$ cat config.mk
export PLATFORM = sky130hd
export DESIGN_NAME = d_reg_pipe
export DESIGN_NICKNAME = d
export VERILOG_FILES = /design/src/rtl/d_reg_pipe.sv
export SDC_FILE = /design/constraint.sdc
export NUM_CORES = 1
export LEC_CHECK = 0
export CORE_MARGIN = 2
export CORE_UTILIZATION = 54
export CTS_BUF_LIST = sky130_fd_sc_hd__clkbuf_8 sky130_fd_sc_hd__clkbuf_16
export DETAILED_ROUTE_END_ITERATION = 8
export PLACE_DENSITY = 0.79
export SKIP_CTS_REPAIR_TIMING = 1
export SYNTH_ARGS = -nofsm -noshare
export SYNTH_HDL_FRONTEND = slang
export SYNTH_SLANG_ARGS = --single-unit
$ cat constraint.sdc
create_clock -name clk -period 3.9 [get_ports clk]
set_clock_uncertainty 0.05 [all_clocks]
set_input_delay 0.39 -clock clk [delete_from_list [all_inputs] [get_ports clk]]
set_output_delay 0.39 -clock clk [all_outputs]
set_load 0.02 [all_outputs]
$ cat src/rtl/d_reg_pipe.sv
// ---------------------------------------------------------------------------
// d_reg_pipe
//
// A WIDTH-bit, DEPTH-stage register pipeline. It is used as a fixed-latency
// delay line and retiming stage between datapath blocks. Each stage carries a
// valid tag, and the block keeps a running count of how many stages hold
// valid data.
//
// Data captured on an enabled edge appears on q after exactly DEPTH enabled
// edges. Stalled cycles (en=0) do not add to the latency. Invalid data still
// shifts through the pipe, and its valid tag marks it as invalid. The block
// has no backpressure. When the pipe is full, each new entry pushes out the
// oldest one.
//
// Parameters:
//   WIDTH      data width in bits (>=1)
//   DEPTH      number of stages, equal to the latency in enabled cycles (>=1)
//   RESET_VAL  value loaded into every data stage on reset and clear
//
// Ports:
//   clk         rising-edge clock
//   reset       asynchronous, active-low reset (0 = reset asserted)
//   en          advance enable; 0 stalls the whole pipe
//   clr         synchronous clear; flushes all stages (takes priority over en)
//   d           data in
//   d_valid     marks d as valid
//   q           data from the last stage
//   q_valid     valid tag of the last stage
//   count       number of valid stages currently held
//   full        count == DEPTH
//   empty       count == 0
//   parity_err  (DREG_PARITY_EN only) registered parity check on the last stage
//
// Optional feature:
//   Define DREG_PARITY_EN to add a parity bit to every stage and to add the
//   parity_err output. When the macro is undefined, the block has no parity
//   storage and no parity_err port.
// ---------------------------------------------------------------------------
module d_reg_pipe #(
    parameter int               WIDTH     = 8,
    parameter int               DEPTH     = 4,
    parameter logic [WIDTH-1:0] RESET_VAL = '0,
    localparam int              CW        = $clog2(DEPTH + 1)
) (
    input  logic             clk,
    input  logic             reset,
    input  logic             en,
    input  logic             clr,
    input  logic [WIDTH-1:0] d,
    input  logic             d_valid,
    output logic [WIDTH-1:0] q,
    output logic             q_valid,
    output logic [CW-1:0]    count,
    output logic             full,
    output logic             empty
`ifdef DREG_PARITY_EN
    ,
    output logic             parity_err
`endif
);

    logic [WIDTH-1:0] s [DEPTH];
    logic [DEPTH-1:0] v;

    // Data stages, valid tags and occupancy count.
    // Priority order: clr, then en, then hold. The count update uses the
    // pre-edge valid tag of the last stage. An entry is added when d_valid is
    // set, and an entry is removed when a valid entry leaves the last stage.
    // Because of this, the count always equals the number of valid tags that
    // are set.
    always_ff @(posedge clk or negedge reset) begin
        if (!reset) begin
            for (int i = 0; i < DEPTH; i++) begin
                s[i] <= RESET_VAL;
            end
            v     <= '0;
            count <= '0;
        end else if (clr) begin
            for (int i = 0; i < DEPTH; i++) begin
                s[i] <= RESET_VAL;
            end
            v     <= '0;
            count <= '0;
        end else if (en) begin
            s[0] <= d;
            v[0] <= d_valid;
            for (int i = 1; i < DEPTH; i++) begin
                s[i] <= s[i-1];
                v[i] <= v[i-1];
            end
            count <= count + CW'(d_valid) - CW'(v[DEPTH-1]);
        end
    end

    assign q       = s[DEPTH-1];
    assign q_valid = v[DEPTH-1];
    assign full    = (count == CW'(DEPTH));
    assign empty   = (count == '0);

`ifdef DREG_PARITY_EN
    logic [DEPTH-1:0] p;

    // A parity bit travels with each data stage and follows the same
    // reset, clear and hold rules as the data stages. When a valid entry
    // leaves the last stage, its data is checked against its parity bit.
    // A mismatch means the stored data was corrupted somewhere in the pipe.
    always_ff @(posedge clk or negedge reset) begin
        if (!reset) begin
            p          <= '0;
            parity_err <= 1'b0;
        end else if (clr) begin
            p          <= '0;
            parity_err <= 1'b0;
        end else if (en) begin
            p[0] <= ^d;
            for (int i = 1; i < DEPTH; i++) begin
                p[i] <= p[i-1];
            end
            parity_err <= v[DEPTH-1] & ((^s[DEPTH-1]) != p[DEPTH-1]);
        end
    end
`endif

endmodule

# Word-level counts from Yosys, hierarchy flattened

Index checks and enable logic that the tools add are counted.
W data, S select, Z words.

Bits in registers: 39
Latch bits: 0
Memory bits (writable): 0
Memory bits (read-only): 0
Output and inout port bits: 14
Logic and storage cells: 17
Memories: 0

Add/sub/neg operators: 2
$mul: 0
Div/mod/pow operators: 0
Magnitude comparators: 0
Equal/unequal tests: 1
Shift operators: 0
Multiplexer cells: 6
Bitwise gates (word level): 0
Reductions and logical operators: 2

Operators with widths:

| cell                 | count |
|---|---|
| $mux W32             | 2 |
| $mux W4              | 2 |
| $mux W3              | 2 |
| $add A3 B1 Y3        | 1 |
| $eq A3 B3 Y1 const B | 1 |
| $logic_not A3 Y1     | 1 |
| $sub A3 B1 Y3        | 1 |
| $reduce_bool A2 Y1   | 1 |

# Longest topological paths before layout

Word-level depth: 4
Mapped depth: 9
Depth with buffers taken out: 9

# Worst setup path before layout

Ideal clock, no wire load.

Kind: register -> register
Start point: reg count[0]
End point: reg count[2]
Data arrival time: 1797 ps
Data required time: 3730 ps
Setup slack: 1934 ps
Cell stages (with the launch flop): 10
Buffers on the path: 0
Cell sequence: dfrtp_1 > inv_1 > ha_1 > inv_1 > ha_1 > inv_1 > fa_1 > xor2_1 > a21oi_1 > a31o_1

Cells in the longest elaborated chain, start to end: 4

Ends and longest elaborated chain:

| what                   | RTL line | text |
|---|---|---|
| from (decl)            | 53       | `output logic [CW-1:0] count,` |
| from (signal assigned) | 91       | `count <= count + CW'(d_valid) - CW'(v[DEPTH-1]);` |
| $add A3 B1 Y3          | 91       |  |
| $sub A3 B1 Y3          | 91       |  |
| $mux W3                | 84       | `end else if (en) begin` |
| $mux W3                | 78       | `end else if (clr) begin` |

Every way passes these cells. The select of a mux whose other input is x is not followed.
A chain may end at the register's enable or synchronous reset.

# Final worst setup path

Start point: reg count[1]
End point: out empty

Cells in the longest elaborated chain, start to end: 1

Ends and longest elaborated chain:

| what             | RTL line | text |
|---|---|---|
| $logic_not A3 Y1 | 98       | `assign empty = (count == '0);` |
| to (decl)        | 55       | `output logic empty` |

Every way passes these cells.

==> load_flow_metrics.sql <==
INSERT INTO impl_metrics (metric_group, metric, value, unit) VALUES
('timing', 'slew-limit-headroom', '0.2610', ''),
('setup_path', 'crit_required', '3.46', 'ns'),
('detailed_routing', 'detailroute.wirelength.met2', '1.181', 'mm'),
('detailed_routing', 'top_routing_layer_in_use', 'met4', ''),
('timing', 'setup_violations', '0', ''),
('pwr', 'p_leak', '1.052', 'nW'),
('yosys', 'synth.ff_latch_count', '39', ''),
('detailed_routing', 'finalWirelength', '2.524', 'mm'),
('yosys', 'proportion_of_synthesized_chip_area_in_sequential_cells', '0.5624', ''),
('detailed_routing', 'detailedRoute.firstPassIterationCount', '4', ''),
('timing', 'finalCriticalPeriod', '2.045', 'ns'),
('setup_path', 'cp.arrival', '1.60', 'ns'),
('cells_and_area', 'most-common-layout-cells', 'sky130_fd_sc_hd__nor2_1, sky130_fd_sc_hd__dfrtp_1, sky130_fd_sc_hd__mux2i_1, sky130_fd_sc_hd__clkdlybuf4s50_1', ''),
('global_routing', 'grt_usage', '0.1631', ''),
('setup_path', 'worstSetupPathType', 'flop to output port', ''),
('timing', 'rsz0062_at_grt', 'no', ''),
('cts', 'clock_tree_from_tritoncts', 'done', ''),
('yosys', 'postSynthCellCount', '146', ''),
('detailed_routing', 'initialDrtViolationCount', '36', ''),
('cts', 'numCtsBuffers', '5', ''),
('detailed_routing', 'wl_met3', '102', 'µm'),
('floorplan', 'rows', '20', ''),
('timing', 'layout_worst_path_cycle_share', '0.5243', ''),
('floorplan', 'placeableCoreArea', '0.003053', 'mm²'),
('global_routing', 'vias_in_the_first_global_route', '1009', ''),
('placement', 'globalplace.congestion', '0.7233', ''),
('global_routing', 'pin_count_of_the_biggest_net_entering_global_routing', '41', ''),
('cts', 'path_clk_slew', '0.07', 'ns'),
('cells_and_area', 'synthToLayoutAreaGrowth', '18.10', '%'),
('cts', 'root_buffer_selected_by_cts', 'sky130_fd_sc_hd__clkbuf_8', ''),
('timing', 'finalMaxSlewViolations', '0', ''),
('placement', 'dp.cells', '200', ''),
('detailed_routing', 'ant_nets_after_route', '0', ''),
('floorplan', 'io_pins', '27', ''),
('global_routing', 'grt_pass1_wl', '4.360', 'mm'),
('cts', 'h_tree_depth', '2', ''),
('yosys', 'synth_nets', '162', ''),
('global_routing', 'grt_antenna_before_repair', '0', ''),
('cells_and_area', 'nNetsFinal', '179', ''),
('floorplan', 'floorplan.initialDensity', '0.5684', ''),
('setup_path', 'crit_path_launch_type', 'flop', ''),
('detailed_routing', 'post_drt_via_cell_ratio', '4.962', ''),
('detailed_routing', 'met1Wirelength', '1.192', 'mm'),
('cts', 'cts_max_path_buffers', '2', ''),
('yosys', 'synth_cell_types', '16', ''),
('timing', 'worstMarginPinSlew', '1.109', 'ns'),
('cells_and_area', 'final_cell_count_no_fill', '208', ''),
('detailed_routing', 'detail_route.drc_violations', '0', ''),
('hold_path', 'holdCritPathClass', 'input pin to async pin', ''),
('floorplan', 'dieHeight', '60.69', 'µm'),
('cts', 'clk_latency', '0.28', 'ns'),
('detailed_routing', 'vias', '1032', ''),
('detailed_routing', 'routedWlPerCell', '12.13', 'µm'),
('timing', 'setup_tns_final', '0', 'ns'),
('run', 'maxCapViolCount', '0', ''),
('floorplan', 'die_area', '0.003683', 'mm²'),
('yosys', 'ys_warn_count', '0', ''),
('yosys', 'avg_cell_area_syn', '11.89', 'µm²'),
('floorplan', 'die_w', '60.69', 'µm'),
('cts', 'sinks_on_the_clock_net', '39', ''),
('setup_path', 'ff2ff_setup_slack', '1.91', 'ns'),
('global_routing', 'global_route.overflow_total', '0', ''),
('setup_path', 'critPathMaxFanout', '6', ''),
('cells_and_area', 'drive_above_1_share', '0.06098', ''),
('timing', 'timing_hold_violations_final', '0', ''),
('placement', 'dp_hpwl', '1.676', 'mm'),
('yosys', 'synth_area', '0.001735', 'mm²'),
('setup_path', 'cp-end-kind', 'output port', ''),
('status', 'outcome', 'completed', ''),
('placement', 'io_buffer_count', '26', ''),
('timing', 'max_freq', '489.0', 'MHz'),
('pwr', 'worst_ir_drop_vdd', '0.2649', 'mV'),
('cells_and_area', 'n_antenna_cell', '0', ''),
('pwr', 'power_per_cell_area', '434.6', 'mW/mm²');
[cell type report]
| type | instances | area, µm² |
|---|---|---|
| tap | 44 | 55.05 |
| inverter | 4 | 15.01 |
| sequential | 39 | 975.9 |
| multi-input combinational | 86 | 613.1 |
| clock inverter | 3 | 63.81 |
| fill | 246 | 1003 |
| timing repair buffer | 27 | 257.7 |
| clock buffer | 5 | 68.82 |
[per-layer routing]
layer	up-vias	global-route usage
met4	0	0.07453
li1	501	-
met3	5	0.05117
met1	504	0.2122
met5	-	0
met2	22	0.2519
[critical path, cell delays in order, from the launching register on]
cell and delay [ns]:
sky130_fd_sc_hd__dfrtp_1 0.47, sky130_fd_sc_hd__nor3_1 0.21, sky130_fd_sc_hd__clkdlybuf4s50_1 0.64
[final timing paths]
| kind | startpoint | endpoint | cells after the start |
|---|---|---|---|
| max | count[1]$_DFFE_PN0P_ | empty | 2 |
| min | reset | s[19]$_DFFE_PN0P_ | 1 |
| max reg2reg | count[0]$_DFFE_PN0P_ | count[2]$_DFFE_PN0P_ | 9 |
| min reg2reg | q[1]$_DFFE_PN0P_ | q[1]$_DFFE_PN0P_ | 2 |
| max in group asynchronous | reset | s[9]$_DFFE_PN0P_ | 1 |
| min in group clk | q[1]$_DFFE_PN0P_ | q[1]$_DFFE_PN0P_ | 2 |
[synthesized netlist by cell type]
library cell | number | area, µm²
sky130_fd_sc_hd__a21oi_1 | 1 | 5.000
sky130_fd_sc_hd__a31o_1 | 1 | 8.760
sky130_fd_sc_hd__buf_2 | 3 | 15.01
sky130_fd_sc_hd__buf_4 | 9 | 67.56
sky130_fd_sc_hd__buf_6 | 4 | 45.04
sky130_fd_sc_hd__clkbuf_1 | 1 | 3.750
sky130_fd_sc_hd__dfrtp_1 | 39 | 975.9
sky130_fd_sc_hd__fa_1 | 1 | 20.02
sky130_fd_sc_hd__ha_1 | 2 | 25.02
sky130_fd_sc_hd__inv_1 | 4 | 15.01
sky130_fd_sc_hd__mux2i_1 | 38 | 380.4
sky130_fd_sc_hd__nand2b_1 | 1 | 6.260
sky130_fd_sc_hd__nor2_1 | 39 | 146.4
sky130_fd_sc_hd__nor3_1 | 1 | 5.000
sky130_fd_sc_hd__nor3b_1 | 1 | 7.510
sky130_fd_sc_hd__xor2_1 | 1 | 8.760
[metrics by stage]
| step | setup slack, ns | util | hold WS [ns] | instance area [µm²] | total power [mW] |
|---|---|---|---|---|---|
| 2_1_floorplan | 1.934 | - | 0.04441 | 1735 | 0.4850 |
| 3_3_place_gp | 1.829 | 0.6279 | 0.4513 | 1917 | 0.5138 |
| 3_5_place_dp | 1.792 | 0.6279 | 0.4605 | 1917 | 0.5172 |
| 5_1_grt | 1.743 | 0.6713 | 0.2155 | 2049 | 0.9285 |
| 4_1_cts | 1.838 | 0.6713 | 0.1691 | 2049 | 0.9041 |
| 6_report | 1.855 | 0.6713 | 0.1439 | 2049 | 0.8907 |
[power by group]
group / internal, mW / switching, mW / total (mW) / leakage [nW]
sequential: 0.417 / 0.00845 / 0.425 / 0.535
clock: 0.253 / 0.130 / 0.383 / 0.0695
combinational: 0.0393 / 0.0436 / 0.0828 / 0.447
[sequential cells by signal, indices dropped and copies added (netlist names)]
signal,cells
count,3
q,8
v,4
s,24
[cell families after synthesis]
group                    after synthesis  synth area share
adder cells (fa/ha/maj)                3           0.02595
AO/OA/AOI/OAI                          2          0.007929
flip-flops                            39            0.5624
XOR/XNOR                               1          0.005048
AND/OR/NAND/NOR                       42           0.09517
multiplexers                          38            0.2192
buffers and inverters                 21           0.08434
No activity file was read; power rests on OpenSTA's default activity.
